### config.mk
export PLATFORM = sky130hd
export DESIGN_NAME = dmem_arbiter
export DESIGN_NICKNAME = d
export VERILOG_FILES = /design/src/rtl/dmem_arbiter.sv
export SDC_FILE = /design/constraint.sdc
export NUM_CORES = 1
export LEC_CHECK = 0
export BUFFER_PORTS_ARGS = -buffer_cell sky130_fd_sc_hd__buf_2
export CAP_MARGIN = 20
export CORE_AREA = 2 2 122 124
export DETAILED_ROUTE_END_ITERATION = 7
export DIE_AREA = 0 0 124 126
export GPL_TIMING_DRIVEN = 0
export HOLD_SLACK_MARGIN = 0.1
export PLACE_DENSITY = 0.42
export SYNTH_ARGS = -nofsm -noshare
export SYNTH_HDL_FRONTEND = slang
export SYNTH_SLANG_ARGS = --single-unit
### constraint.sdc
create_clock -name clk -period 4.4 [get_ports clk]
set_clock_uncertainty 0.15 [all_clocks]
set_input_delay 1.32 -clock clk [delete_from_list [all_inputs] [get_ports clk]]
set_output_delay 1.32 -clock clk [all_outputs]
set_load 0.05 [all_outputs]
### src/rtl/dmem_arbiter.sv
// dmem_arbiter: shares a single-port synchronous data memory between the LSU (port 0) and
// the debug/loader path (port 1), with bounded locks. ARB_ROUND_ROBIN_EN selects round-robin contention.
module dmem_arbiter #(
    parameter int ADDR_W   = 32,
    parameter int DATA_W   = 32,
    parameter int MAX_LOCK = 16
) (
    input  logic                clk,
    input  logic                rst,
    input  logic                p0_valid,
    output logic                p0_ready,
    input  logic                p0_we,
    input  logic                p0_lock,
    input  logic [ADDR_W-1:0]   p0_addr,
    input  logic [DATA_W-1:0]   p0_wdata,
    input  logic [DATA_W/8-1:0] p0_wmask,
    output logic                p0_rvalid,
    output logic [DATA_W-1:0]   p0_rdata,
    input  logic                p1_valid,
    output logic                p1_ready,
    input  logic                p1_we,
    input  logic                p1_lock,
    input  logic [ADDR_W-1:0]   p1_addr,
    input  logic [DATA_W-1:0]   p1_wdata,
    input  logic [DATA_W/8-1:0] p1_wmask,
    output logic                p1_rvalid,
    output logic [DATA_W-1:0]   p1_rdata,
    output logic                mem_en,
    output logic                mem_we,
    output logic [ADDR_W-1:0]   mem_addr,
    output logic [DATA_W-1:0]   mem_wdata,
    output logic [DATA_W/8-1:0] mem_wmask,
    input  logic [DATA_W-1:0]   mem_rdata,
    output logic                lock_timeout
);
    localparam int CNT_W = $clog2(MAX_LOCK + 1);

    typedef enum logic [1:0] {IDLE, LOCK0, LOCK1} state_t;

    state_t           state_q, state_d;
    logic [CNT_W-1:0] lock_cnt_q, lock_cnt_d;
    logic             prio_q, prio_d;
    logic             vld0_p1, vld1_p1;
    logic             gnt0, gnt1;
    logic             timeout;

    assign timeout = (state_q != IDLE) && (lock_cnt_q == CNT_W'(MAX_LOCK));

    // Grant depends only on valid, state and priority; reset forces every grant off.
    always_comb begin
        gnt0 = 1'b0;
        gnt1 = 1'b0;
        case (state_q)
            LOCK0:   gnt0 = p0_valid;
            LOCK1:   gnt1 = p1_valid;
            default: begin
                if (p0_valid && p1_valid) begin
                    gnt0 = !prio_q;
                    gnt1 = prio_q;
                end else begin
                    gnt0 = p0_valid;
                    gnt1 = p1_valid;
                end
            end
        endcase
        if (!rst) begin
            gnt0 = 1'b0;
            gnt1 = 1'b0;
        end
    end

    always_comb begin
        state_d    = state_q;
        lock_cnt_d = lock_cnt_q;
        prio_d     = prio_q;
        case (state_q)
            IDLE: begin
                if (gnt0 && p0_lock) begin
                    state_d    = LOCK0;
                    lock_cnt_d = CNT_W'(1);
                end else if (gnt1 && p1_lock) begin
                    state_d    = LOCK1;
                    lock_cnt_d = CNT_W'(1);
                end
            end
            LOCK0: begin
                if (timeout || (gnt0 && !p0_lock)) begin
                    state_d    = IDLE;
                    lock_cnt_d = '0;
                end else begin
                    lock_cnt_d = lock_cnt_q + 1'b1;
                end
            end
            LOCK1: begin
                if (timeout || (gnt1 && !p1_lock)) begin
                    state_d    = IDLE;
                    lock_cnt_d = '0;
                end else begin
                    lock_cnt_d = lock_cnt_q + 1'b1;
                end
            end
            default: begin
                state_d    = IDLE;
                lock_cnt_d = '0;
            end
        endcase
`ifdef ARB_ROUND_ROBIN_EN
        if (timeout)
            prio_d = (state_q == LOCK0);
        else if (gnt0)
            prio_d = 1'b1;
        else if (gnt1)
            prio_d = 1'b0;
`else
        // Port 1 priority after a port-0 timeout is one-shot: the next contention consumes it.
        if (timeout)
            prio_d = (state_q == LOCK0);
        else if (state_q == IDLE && p0_valid && p1_valid)
            prio_d = 1'b0;
`endif
    end

    // Stage p1: arbitration state and read-owner flags for the data returned next cycle.
    always_ff @(posedge clk or negedge rst) begin
        if (!rst) begin
            state_q    <= IDLE;
            lock_cnt_q <= '0;
            prio_q     <= 1'b0;
            vld0_p1    <= 1'b0;
            vld1_p1    <= 1'b0;
        end else begin
            state_q    <= state_d;
            lock_cnt_q <= lock_cnt_d;
            prio_q     <= prio_d;
            vld0_p1    <= gnt0 && !p0_we;
            vld1_p1    <= gnt1 && !p1_we;
        end
    end

    always_comb begin
        mem_en    = gnt0 || gnt1;
        mem_we    = 1'b0;
        mem_addr  = '0;
        mem_wdata = '0;
        mem_wmask = '0;
        if (gnt0) begin
            mem_we    = p0_we;
            mem_addr  = p0_addr;
            mem_wdata = p0_wdata;
            mem_wmask = p0_wmask;
        end else if (gnt1) begin
            mem_we    = p1_we;
            mem_addr  = p1_addr;
            mem_wdata = p1_wdata;
            mem_wmask = p1_wmask;
        end
    end

    assign p0_ready     = gnt0;
    assign p1_ready     = gnt1;
    assign p0_rvalid    = vld0_p1;
    assign p1_rvalid    = vld1_p1;
    assign p0_rdata     = mem_rdata;
    assign p1_rdata     = mem_rdata;
    assign lock_timeout = timeout;

endmodule

=== Yosys cells after proc, flatten, opt, wreduce, memory -nomap -nowiden ===
Index checks and enable logic that the tools add are counted.
W data, S select, Z words.

* Bits in registers: 10
* Input port bits: 176
* Output and inout port bits: 139
* Logic and storage cells: 60

* $add $sub $neg: 1
* Equality and inequality tests: 6
* Muxes and demuxes: 26
* Reductions and logical operators: 22

{| class="wikitable"
|+ Operators by type and width
! operator !! number
|-
| $mux W32 || 4
|-
| $mux W5 || 4
|-
| $pmux W5 S3 || 1
|-
| $logic_and A1 B1 Y1 || 10
|-
| $mux W1 || 8
|-
| $mux W2 || 4
|-
| $mux W4 || 2
|-
| $pmux W2 S3 || 1
|-
| $add A5 B1 Y5 const B || 1
|-
| $eq A5 B5 Y1 const B || 1
|-
| $logic_not A1 Y1 || 5
|-
| $ne A2 B2 Y1 const B || 2
|-
| $pmux W1 S2 || 2
|-
| $reduce_bool A2 Y1 || 2
|-
| $logic_or A1 B1 Y1 || 3
|-
| $ne A3 B3 Y1 const B || 1
|-
| $reduce_and A3 Y1 || 1
|-
| $eq A2 B1 Y1 const B || 1
|-
| $eq A2 B2 Y1 const B || 1
|-
| $logic_not A2 Y1 || 1
|}

=== Logic depth before layout (Yosys ltp) ===
Gate-level depths: netlist (run 1).

* Word-level depth: 8
* Depth in mapped cells: 9
* Mapped depth without buffers: 8

=== Worst setup path before layout (run 1) ===
OpenSTA, ideal clock, no wires.

* Path kind: input port to output port
* Start: input p0_valid
* End: output mem_addr[21]
* Arrival time: 2.769 ns
* Data required time: 2.930 ns
* Path slack: 0.161 ns
* Stages on the path: 6
* Path buffers: 2
* Cell sequence: nor3b_2 -> or3_1 -> nor2_2 -> buf_6 -> buf_6 -> a22o_1

* Longest elaborated chain between the ends: 6
* Elaborated cells between the ends (all ways): 9
* Those cells by class: mux: 8; reduce/logical: 1

{| class="wikitable"
|+ RTL lines
! what !! RTL line !! source
|-
| from (decl) || 10 || <nowiki>input logic p0_valid,</nowiki>
|-
| $logic_and A1 B1 Y1 || 57 || <nowiki>if (p0_valid && p1_valid) begin</nowiki>
|-
| $mux W1 || 57 ||
|-
| $pmux W1 S2 || 53 || <nowiki>case (state_q)</nowiki>
|-
| $mux W1 || 66 || <nowiki>if (!rst) begin</nowiki>
|-
| $mux W32 || 151 || <nowiki>end else if (gnt1) begin</nowiki>
|-
| $mux W32 (*) || 146 || <nowiki>if (gnt0) begin</nowiki>
|-
| to (decl) || 30 || <nowiki>output logic [ADDR_W-1:0] mem_addr,</nowiki>
|}

Every way passes the cells marked *; elsewhere a longest branch is shown, timed or not.

=== Worst setup path after layout (run 1) ===
* Start: input p0_valid
* End: output mem_wdata[15]

* Longest elaborated chain between the ends: 6
* Elaborated cells between the ends (all ways): 9
* Those cells by class: mux: 8; reduce/logical: 1

{| class="wikitable"
|+ RTL lines
! what !! RTL line !! source
|-
| $logic_and A1 B1 Y1 || 57 ||
|-
| $mux W1 || 57 ||
|-
| $pmux W1 S2 || 53 ||
|-
| $mux W1 || 66 ||
|-
| $mux W32 || 151 ||
|-
| $mux W32 (*) || 146 ||
|-
| to (decl) || 31 || <nowiki>output logic [DATA_W-1:0] mem_wdata,</nowiki>
|}

Marked as above.

==> metrics.sh, run 1 <==
CORE.ROWCOUNT=44
TRITONCTS='done'
AVGROUTEDWIREPERCELL_UM=15.1
WORSTREG2REGEND='lock_cnt_q[4]$_DFFE_PN0P_'
FINALSETUPVIOLCOUNT=0
CLK_PATH_BUF_DEPTH=2
CTSHTREEMAXLEVEL=1
NETLIST_TOP_CELLS_AREA='sky130_fd_sc_hd__a22o_1, sky130_fd_sc_hd__buf_4, sky130_fd_sc_hd__dfrtp_1'
TIMING.SLEW.HEADROOM_PCT=66.8
TIMING.FINAL.HOLD_VIOLATIONS=0
ROUTED_WL_MM=10.6
ANTENNA_FOUND_INITIAL=0
YOSYS.AREA.TOP_TYPE_SHARE_PCT=32.0
BUFFER_PORTS.INSERTED=282
ANTENNA-DIODE-COUNT=0
CTS_HOLD_REPAIR.BUFFERS=0
FIRST_PASS_GRT_WIRE_LENGTH_MM=14.6
MAX_CAP_VIOLATIONS=0
FIRST_GLOBAL_VIAS=2719
POST_ROUTE_FRACTION_OF_THE_PERIOD_CONSUMED_BY_THE_CRITICAL_PATH_PCT=98.4
PLACED_AREA_UM2=3530
R2R_SLACK_NS=1.92
FINAL_CELL_AREA_UM2=3820
YS_TOP_CELLS_BY_COUNT='sky130_fd_sc_hd__a22o_1, sky130_fd_sc_hd__buf_4, sky130_fd_sc_hd__buf_2, sky130_fd_sc_hd__dfrtp_1, sky130_fd_sc_hd__inv_1'
FIRST_PASS_ITERS=4
DIE_WIDTH_UM=124
GP_CONGESTION=0.799
CTS.SINK_COUNT=10
GR_UTIL_ALL_LAYERS_PCT=12.0
VIAS_PER_CELL=3.99
GRT_START_MAX_NET_PINS=13
SYNTH_SEQUENTIAL_AREA_RATIO_PCT=13.3
MIN_PATH_TYPE='reg2reg'
POSTSYNTHCELLCOUNT=224
STARTPOINT_TYPE='primary input'
YS_SEQ_ELEMENTS=10
FMAX_MHz=231
POWER.LEAKAGE_nW=2.23
NUM-NETS-FINAL=699
REG2REGPATHDEPTH=8
HOLD_DEPTH=1
SETUP.WORST_PATH.CLASS='in2out'
HPWLAFTERDP_MM=9.17
NETLIST_AREA_UM2=1890
END_KIND='primary output'
CTS_INSERTED_BUFFERS=3
DIE_Y_UM=126
POWERDENSITY_nW_PER_UM2=598
POST_SYNTH.CELL_AREA_AVG_UM2=8.42
SYNTH_ASYNC_SR_FLOP_SHARE_PCT=100
TIMING.FINAL.MAX_SLEW_VIOLATIONS=0
WORSTMARGINPINSLEW_NS=0.493
GRT_REMAINING_OVERFLOW=0
ANTENNA_VIOLATING_NETS_POST_ROUTE=0
POST_SYNTH_NUM_CELL_TYPES=32
ROUTE.DETAILED.DRC=0
ENDPOINT='mem_wdata[15]'
MIN-DELAY-START='lock_cnt_q[0]$_DFFE_PN0P_'
SYNTH_ENABLE_FLOP_CELLS=0
FINAL_CRITICAL_DELAY_INCLUDING_SETUP_AND_EXTERNAL_DELAYS_NS=4.33
CRITICAL_PATH.MAX_FANOUT=10
DESIGN.PORTCOUNT=315
DATA_REQUIRED_TIME_OF_THE_CRITICAL_PATH_NS=2.93
SYNTH-WARNING-COUNT=0
FLOORPLAN.CORE_AREA_UM2=14300
WORST_EP_ARRIVAL_TIME_NS=2.86
VDD_IR_DROP_MAX_mV=0.196
START_UTIL_PCT=13.2
FIRST_ITER_VIOLATIONS=46
POST-SYNTH-TOP-AREA-CELL='sky130_fd_sc_hd__a22o_1'
CTS.ROOT.BUFFER_CELL='sky130_fd_sc_hd__clkbuf_16'
DR_TOTAL_VIAS=2795
DIEAREA_UM2=15600
SYNTH_FLOP_CELL='sky130_fd_sc_hd__dfrtp_1'
CRITPATHLAUNCH='p0_valid'
FLOW.AREA_GROWTH_FROM_SYNTHESIS_PCT=102
GRT_SETUP_UNREPAIRED='no'
DRIVE_ABOVE_1_SHARE_PCT=73.8
TOTAL_POWER_W=0.00229
INSERTION_DELAY_TO_THE_LATER_SINK_OF_THE_WORST_SKEW_PAIR_NS=0.25
POST-SYNTH-TOP-COUNT-CELL='sky130_fd_sc_hd__a22o_1'
REGTOREGSTARTPOINT='state_q[0]$_DFFE_PN0P_'
SYNTH_FP_NETS=406
OUTCOME='complete, no violations'
CLKTRANSATPATHREGS_NS=0.04
-- metrics by stage --
stage | instances | setup slack [ns] | TNS (ns) | util, % | hold WS (ns)
4_1_cts | 700 | 0.00137 | 0 | 26.4 | 0.359
5_1_grt | 700 | 0.00550 | 0 | 26.7 | 0.397
6_report | 700 | 0.0709 | 0 | 26.7 | 0.360
3_3_place_gp | 690 | -0.436 | -24.71 | 24.7 | 0.350
3_5_place_dp | 690 | -0.483 | -28.26 | 24.7 | 0.353
2_1_floorplan | 224 | 0.161 | 0 | - | 0.314
-- final cells by class --
class | count | area [um2]
Buffer | 78 | 579
Clock buffer | 4 | 88.8
Fill cell | 1584 | 10500
Inverter | 10 | 37.5
Multi-Input combinational cell | 125 | 1040
Sequential cell | 10 | 250
Tap cell | 184 | 230
Timing Repair Buffer | 289 | 1590
-- repair_timing --
item	4_1_cts	5_1_grt
buffers inserted	6	1
hold endpoints to repair	0	0
endpoints found under the setup margin	70	59
pin swaps	2	2
resized for setup	39	16
-- state kept, by name, indices dropped and copies added, names as in the netlist --
register	cells
lock_cnt_q	5
p0_rvalid	1
prio_q	1
p1_rvalid	1
state_q	2
-- logic make-up after synthesis --
group	synth area share (%)
AOI/OAI and AO/OA	39.8
DFF	13.3
muxes	0.531
adders and majority gates	3.98
and+or+nand+nor	10.3
buffers and inverters	32.1
-- power by group --
| group | switching, W | internal (W) |
|---|---|---|
| logic | 0.00133 | 0.000626 |
| registers | 0.0000251 | 0.000118 |
| clock network | 0.0000502 | 0.000137 |
| total | 0.00140 | 0.000882 |
-- critical path: stages --
cell and delay (ns):
sky130_fd_sc_hd__buf_2 0.12, sky130_fd_sc_hd__nor3b_2 0.16, sky130_fd_sc_hd__or3_4 0.40, sky130_fd_sc_hd__nor2_4 0.13, sky130_fd_sc_hd__buf_4 0.13, sky130_fd_sc_hd__buf_4 0.17
sky130_fd_sc_hd__a22o_1 0.15, sky130_fd_sc_hd__buf_2 0.26
-- layer usage --
layer | track usage [%] | share of wire [%] | wire [um] | vias up
li1 | - | - | - | 1358
met1 | 15.0 | 41 | 4380 | 1290
met2 | 21.7 | 50 | 5300 | 138
met3 | 1.40 | 6.9 | 730 | 9
met4 | 3.17 | 1.4 | 146 | 0
met5 | 0 | 0 | 0 | -
-- how the worst min path moves through the flow --
stage	endpoint	slack [ns]
CTS	lock_cnt_q[0]$_DFFE_PN0P_	0.36
finish	lock_cnt_q[0]$_DFFE_PN0P_	0.36
floorplan	lock_cnt_q[0]$_DFFE_PN0P_	0.31
detailed placement	lock_cnt_q[0]$_DFFE_PN0P_	0.35
global route	lock_cnt_q[0]$_DFFE_PN0P_	0.40
global placement	lock_cnt_q[0]$_DFFE_PN0P_	0.35
-- cells in the final DEF (no fill, tap or decap) --
cell,count
sky130_fd_sc_hd__o2bb2ai_1,1
sky130_fd_sc_hd__a21oi_1,3
sky130_fd_sc_hd__o311ai_2,1
sky130_fd_sc_hd__nor3_4,1
sky130_fd_sc_hd__clkbuf_16,3
sky130_fd_sc_hd__nand4bb_1,1
sky130_fd_sc_hd__nor3b_2,1
sky130_fd_sc_hd__and3b_1,1
sky130_fd_sc_hd__nor2_4,1
sky130_fd_sc_hd__clkbuf_8,1
sky130_fd_sc_hd__nand2_2,1
sky130_fd_sc_hd__buf_8,1
sky130_fd_sc_hd__clkbuf_2,2
sky130_fd_sc_hd__or3_4,1
sky130_fd_sc_hd__buf_2,249
sky130_fd_sc_hd__o21a_1,1
sky130_fd_sc_hd__nand2b_1,4
sky130_fd_sc_hd__a221oi_4,1
sky130_fd_sc_hd__buf_12,1
sky130_fd_sc_hd__nor2_1,3
sky130_fd_sc_hd__o21ai_0,6
sky130_fd_sc_hd__o31ai_1,1
sky130_fd_sc_hd__buf_6,6
sky130_fd_sc_hd__nor2b_1,3
sky130_fd_sc_hd__nand2b_4,1
sky130_fd_sc_hd__ha_1,6
sky130_fd_sc_hd__a22o_1,69
sky130_fd_sc_hd__buf_4,95
sky130_fd_sc_hd__clkbuf_4,13
sky130_fd_sc_hd__nor4_1,3
sky130_fd_sc_hd__nand3_1,4
sky130_fd_sc_hd__inv_2,1
sky130_fd_sc_hd__dfrtp_1,10
sky130_fd_sc_hd__nand2_1,6
sky130_fd_sc_hd__o32ai_2,1
sky130_fd_sc_hd__inv_1,9
sky130_fd_sc_hd__mux2i_1,1
sky130_fd_sc_hd__o22ai_1,3
Power figures use the tool's default switching activity.
==> inputs of run 2 (changes only) <==
Settings changed: SLEW_MARGIN set to 20.
Clock period 4.4 ns to 5.1 ns, I/O delays scaled along.
==> metrics.sh, run 2 (synthesized netlist as in run 1, its figures left out) <==
FIRST_PASS_GRT_WIRE_LENGTH_MM=14.5
TOTAL_POWER_W=0.00188
GR_UTIL_ALL_LAYERS_PCT=12.0
END_KIND='primary output'
WORST_EP_ARRIVAL_TIME_NS=3.29
DESIGN.PORTCOUNT=315
HOLD_END='lock_cnt_q[0]$_DFFE_PN0P_'
LARGESTREGISTERS='lock_cnt_q: 5 flops, state_q: 2 flops'
MOSTFREQUENTLAYOUTCELL='sky130_fd_sc_hd__buf_2'
CRITICAL_PATH.MAX_FANOUT=10
GRT_START_MAX_NET_PINS=13
CPMOSTUSEDCELL='sky130_fd_sc_hd__buf_2'
POST_ROUTE_FRACTION_OF_THE_PERIOD_CONSUMED_BY_THE_CRITICAL_PATH_PCT=97.4
POWER.LEAKAGE_nW=2.21
CLK_PATH_BUF_DEPTH=2
ROUTED_WL_MM=10.5
LARGEST_REGISTER_FFS=5
ANTENNA-DIODE-COUNT=0
SLOWEST_DELAY_NS=0.50
HPWLAFTERDP_MM=9.17
GRT_REMAINING_OVERFLOW=0
FLOORPLAN.CORE_AREA_UM2=14300
FINALSETUPTNS_NS=0
LAYOUT.CELLS.MOST_COMMON_LIST='sky130_fd_sc_hd__buf_2, sky130_fd_sc_hd__buf_4, sky130_fd_sc_hd__a22o_1, sky130_fd_sc_hd__dfrtp_1, sky130_fd_sc_hd__inv_1'
TRITONCTS='done'
SETUP.WORST_PATH.CLASS='in2out'
MAX_CAP_VIOLATIONS=0
ANTENNA_FOUND_INITIAL=0
POWERDENSITY_nW_PER_UM2=516
REGTOREGSTARTPOINT='state_q[0]$_DFFE_PN0P_'
HOLD_DEPTH=1
DR_TOTAL_VIAS=2790
CTS_INSERTED_BUFFERS=3
INSERTION_DELAY_TO_THE_LATER_SINK_OF_THE_WORST_SKEW_PAIR_NS=0.24
DATA_REQUIRED_TIME_OF_THE_CRITICAL_PATH_NS=3.42
FIRST_ITER_VIOLATIONS=58
WORSTMARGINPINSLEW_NS=0.489
R2R_SLACK_NS=2.60
FIRST_PASS_ITERS=4
CORE.ROWCOUNT=44
FINISH.CELL_COUNT_WITHOUT_FILLERS=697
ANTENNA_VIOLATING_NETS_POST_ROUTE=0
TIMING.CRITICAL_PATH.SLOWEST_STAGE_CELL='sky130_fd_sc_hd__or3_1'
OUTCOME='complete, no violations'
CLKTRANSATPATHREGS_NS=0.04
CTS.SINK_COUNT=10
FINAL.HOLD.WORST_SLACK_NS=0.360
FINAL_CORE_UTILIZATION_PCT=25.5
VIAS_PER_CELL=4.00
TIMING.SLEW.HEADROOM_PCT=67.1
TIMING.FINAL.MAX_SLEW_VIOLATIONS=0
ROUTE.DETAILED.DRC=0
VDD_IR_DROP_MAX_mV=0.167
GP_CONGESTION=0.799
FINALSETUPVIOLCOUNT=0
DRIVE_ABOVE_1_SHARE_PCT=73.3
FIRST_GLOBAL_VIAS=2683
STARTPOINT_TYPE='primary input'
DIE_Y_UM=126
CP_CELL_SEQUENCE='buf_2 > nor3b_2 > or3_1 > nor2_4 > buf_4 > buf_2 > a22o_1 > buf_2'
FLOW.AREA_GROWTH_FROM_SYNTHESIS_PCT=93.4
AVGROUTEDWIREPERCELL_UM=15.1
FMAX_MHz=201
MAX_FLOP_REGISTER='lock_cnt_q'
NUM-NETS-FINAL=696
CTSHTREEMAXLEVEL=1
MIN_PATH_TYPE='reg2reg'
CTS.ROOT.BUFFER_CELL='sky130_fd_sc_hd__clkbuf_16'
CTS_HOLD_REPAIR.BUFFERS=0
BUFFER_PORTS.INSERTED=282
PLACED_CELLS=690
TIMING.FINAL.HOLD_VIOLATIONS=0
GRT_SETUP_UNREPAIRED='no'
DIEAREA_UM2=15600
START_UTIL_PCT=13.2
FINAL_CRITICAL_DELAY_INCLUDING_SETUP_AND_EXTERNAL_DELAYS_NS=4.97
DIE_WIDTH_UM=124
WORSTREG2REGEND='lock_cnt_q[4]$_DFFE_PN0P_'
MIN-DELAY-START='lock_cnt_q[0]$_DFFE_PN0P_'
REG2REGPATHDEPTH=8
[run 2: changes by cell type in the layout (fill, tap and decap cells not counted), sizes merged]
cell	change
buf	+10
clkbuf	-13
[run 2: power breakdown]
group | leakage, nW | switching, W | internal, W
Sequential | 0.134 | 0.0000217 | 0.000102
Combinational | 2.03 | 0.00113 | 0.000462
Clock | 0.0442 | 0.0000429 | 0.000118
Total | 2.21 | 0.00120 | 0.000683
[run 2: stage by stage]
| step | cell area, um2 | worst slack [ns] |
|---|---|---|
| 2_1_floorplan | 1890 | 0.441 |
| 3_3_place_gp | 3530 | -0.156 |
| 3_5_place_dp | 3530 | -0.203 |
| 4_1_cts | 3650 | 0.0979 |
| 5_1_grt | 3650 | 0.00805 |
| 6_report | 3650 | 0.133 |
[run 2: worst max path at each step]
stage	from	endpoint	slack [ns]
after floorplan	p0_valid	mem_addr[21]	0.44
after detailed placement	rst	mem_addr[30]	-0.20
after global routing	rst	mem_wdata[14]	0.008
after global placement	rst	mem_addr[29]	-0.16
after CTS	rst	mem_addr[30]	0.1
final	p0_valid	mem_wdata[7]	0.13
[run 2: layer usage]
metal / up-vias / share of wire [%] / GRT usage, %
met5: - / 0 / 0
met4: 0 / 1.4 / 3.17
li1: 1350 / - / -
met1: 1288 / 41 / 15.0
met2: 143 / 50 / 21.4
met3: 9 / 7.3 / 1.40
[run 2: area by class of cell]
class / count / area, um2
Multi-Input combinational cell: 125 / 1040
Timing Repair Buffer: 285 / 1440
Tap cell: 184 / 230
Clock buffer: 4 / 88.8
Inverter: 10 / 37.5
Sequential cell: 10 / 250
Buffer: 79 / 571
Fill cell: 1587 / 10700
[run 2: critical path: cells and delay by family]
| family | cells | cell delay [ns] |
|---|---|---|
| and+or+nand+nor | 3 | 0.81 |
| AOI/OAI and AO/OA | 1 | 0.18 |
| buffers and inverters | 4 | 0.75 |
[run 2: what timing repair did]
item	CTS	global route
pin swaps	1	0
endpoints found under the setup margin	69	7
resized for setup	3	2
hold endpoints to repair	0	0
buffers inserted	3	0
==> inputs of run 3 (changes only) <==
Settings changed: CTS_BUF_LIST set to sky130_fd_sc_hd__clkbuf_8.
==> metrics.sh, run 3 (synthesized netlist as in run 1, its figures left out) <==
MULTI_INPUT_AREA_UM2=1040
DR_TOTAL_VIAS=2784
MOSTFREQUENTLAYOUTCELL='sky130_fd_sc_hd__buf_2'
DRIVE_ABOVE_1_SHARE_PCT=73.3
VDD_IR_DROP_MAX_mV=0.167
SLOWEST_DELAY_NS=0.50
INSERTION_DELAY_TO_THE_LATER_SINK_OF_THE_WORST_SKEW_PAIR_NS=0.25
CLKTRANSATPATHREGS_NS=0.05
CTS_HOLD_REPAIR.BUFFERS=0
NUM-NETS-FINAL=696
DIE_Y_UM=126
BUFFER_PORTS.INSERTED=282
DIEAREA_UM2=15600
FINALSETUPVIOLCOUNT=0
FIRST_GLOBAL_VIAS=2684
OUTCOME='complete, no violations'
FINALSETUPTNS_NS=0
CP_TOP_FAMILY='simple AND/OR/NAND/NOR gates'
SETUP.WORST_PATH.CLASS='in2out'
VIAS_PER_CELL=3.99
WL_MET2_MM=5.25
FINAL-SEQ-AREA_UM2=250
STARTPOINT_TYPE='primary input'
GRT_SETUP_UNREPAIRED='no'
CLK_PATH_BUF_DEPTH=2
LARGESTREGISTERS='lock_cnt_q: 5 flops, state_q: 2 flops'
CTS_INSERTED_BUFFERS=3
FLOORPLAN.CORE_AREA_UM2=14300
FIRST_PASS_GRT_WIRE_LENGTH_MM=14.5
TRITONCTS='done'
END_KIND='primary output'
MAX_FLOP_REGISTER='lock_cnt_q'
FINAL_CRITICAL_DELAY_INCLUDING_SETUP_AND_EXTERNAL_DELAYS_NS=4.97
ROUTE.LAYER.MET1.WL_MM=4.37
TIMING.FINAL.HOLD_VIOLATIONS=0
ROUTE.DETAILED.DRC=0
LARGEST_REGISTER_FFS=5
FMAX_MHz=201
CP_CELL_SEQUENCE='buf_2 > nor3b_2 > or3_1 > nor2_4 > buf_4 > buf_2 > a22o_1 > buf_2'
START_UTIL_PCT=13.2
CRITICAL_PATH.MAX_FANOUT=10
FINAL_CORE_UTILIZATION_PCT=25.3
MIN_PATH_TYPE='reg2reg'
CTSHTREEMAXLEVEL=1
GR_UTIL_ALL_LAYERS_PCT=11.9
LAYOUT.CELLS.MOST_COMMON_LIST='sky130_fd_sc_hd__buf_2, sky130_fd_sc_hd__buf_4, sky130_fd_sc_hd__a22o_1, sky130_fd_sc_hd__dfrtp_1, sky130_fd_sc_hd__inv_1'
WORST_EP_ARRIVAL_TIME_NS=3.29
TIMING.CRITICAL_PATH.SLOWEST_STAGE_CELL='sky130_fd_sc_hd__or3_1'
POWERDENSITY_nW_PER_UM2=505
POWER.LEAKAGE_nW=2.19
FILLCELLCOUNT=1589
FIRST_ITER_VIOLATIONS=64
CORE.ROWCOUNT=44
FIRST_PASS_ITERS=4
CTS.ROOT.BUFFER_CELL='sky130_fd_sc_hd__clkbuf_8'
WL_MET3_UM=752
DIE_WIDTH_UM=124
GRT_START_MAX_NET_PINS=13
ANTENNA_VIOLATING_NETS_POST_ROUTE=0
TIMING.FINAL.MAX_SLEW_VIOLATIONS=0
WORSTPATHBUFFERINVERTERCOUNT=4
POST_ROUTE_FRACTION_OF_THE_PERIOD_CONSUMED_BY_THE_CRITICAL_PATH_PCT=97.4
MAX_CAP_VIOLATIONS=0
AVGROUTEDWIREPERCELL_UM=15.1
FLOW.AREA_GROWTH_FROM_SYNTHESIS_PCT=91.6
TOP_LAYER='met4'
CPMOSTUSEDCELL='sky130_fd_sc_hd__buf_2'
WORSTMARGINPINSLEW_NS=0.494
ANTENNA-DIODE-COUNT=0
ANTENNA_FOUND_INITIAL=0
TIMING.SLEW.HEADROOM_PCT=66.8
ROUTED_WL_MM=10.5
CTS.SINK_COUNT=10
DESIGN.PORTCOUNT=315
GP_CONGESTION=0.799
HPWLAFTERDP_MM=9.17
DATA_REQUIRED_TIME_OF_THE_CRITICAL_PATH_NS=3.42
GRT_REMAINING_OVERFLOW=0
-- run 3: worst paths after layout --
check,startpoint,to,slack [ns],cells after the start
setup / recovery,p0_valid,mem_wdata[7],0.13,8
hold / removal,lock_cnt_q[0]$_DFFE_PN0P_,lock_cnt_q[0]$_DFFE_PN0P_,0.36,1
setup reg to reg,state_q[0]$_DFFE_PN0P_,lock_cnt_q[4]$_DFFE_PN0P_,2.60,8
hold reg to reg,lock_cnt_q[0]$_DFFE_PN0P_,lock_cnt_q[0]$_DFFE_PN0P_,0.36,1
max in group asynchronous,rst,lock_cnt_q[2]$_DFFE_PN0P_,3.67,1
min in group asynchronous,rst,prio_q$_DFFE_PN0P_,0.97,1
-- run 3: what timing repair did --
| action | 4_1_cts | 5_1_grt |
|---|---|---|
| pin swaps | 1 | 0 |
| gates resized for setup | 3 | 2 |
| buffers inserted | 3 | 0 |
| endpoints found under the setup margin | 69 | 7 |
-- run 3: layer usage --
metal / track usage [%] / vias to the layer above
met1: 15.0 / 1280
met3: 1.40 / 9
met5: 0 / -
li1: - / 1349
met4: 2.58 / 0
met2: 21.4 / 146
-- run 3: metrics by stage --
| stage | cells | hold slack (ns) | power, W | instance area [um2] | worst slack (ns) |
|---|---|---|---|---|---|
| after global routing | 697 | 0.398 | 0.00194 | 3620 | 0.00805 |
| after detailed placement | 690 | 0.353 | 0.00172 | 3530 | -0.203 |
| after global placement | 690 | 0.350 | 0.00171 | 3530 | -0.156 |
| after floorplan | 224 | 0.314 | 0.00135 | 1890 | 0.441 |
| final | 697 | 0.362 | 0.00183 | 3620 | 0.133 |
| after CTS | 697 | 0.360 | 0.00184 | 3610 | 0.0979 |
-- run 3: report_power, final --
part / internal (W) / switching [W] / leakage, nW / total [W]
registers: 0.000102 / 0.0000218 / 0.134 / 0.000124
clock network: 0.0000683 / 0.0000373 / 0.0288 / 0.000106
logic: 0.000462 / 0.00114 / 2.03 / 0.00160
-- run 3: final cells by class --
cell class                      instances  share of cell area, %
Buffer                                 79                   15.8
Timing Repair Buffer                  285                   39.7
Tap cell                              184                   6.37
Inverter                               10                   1.04
Multi-Input combinational cell        125                   28.7
Sequential cell                        10                   6.92
Clock buffer                            4                   1.52
-- run 3: worst register-to-register path: cells and delay by family, from the launching register on --
| family | cells | cell delay (ns) |
|---|---|---|
| and+or+nand+nor | 3 | 0.76 |
| AOI/OAI and AO/OA | 2 | 0.55 |
| adders and majority gates | 1 | 0.35 |
| buffers and inverters | 2 | 0.17 |
| DFF | 1 | 0.39 |
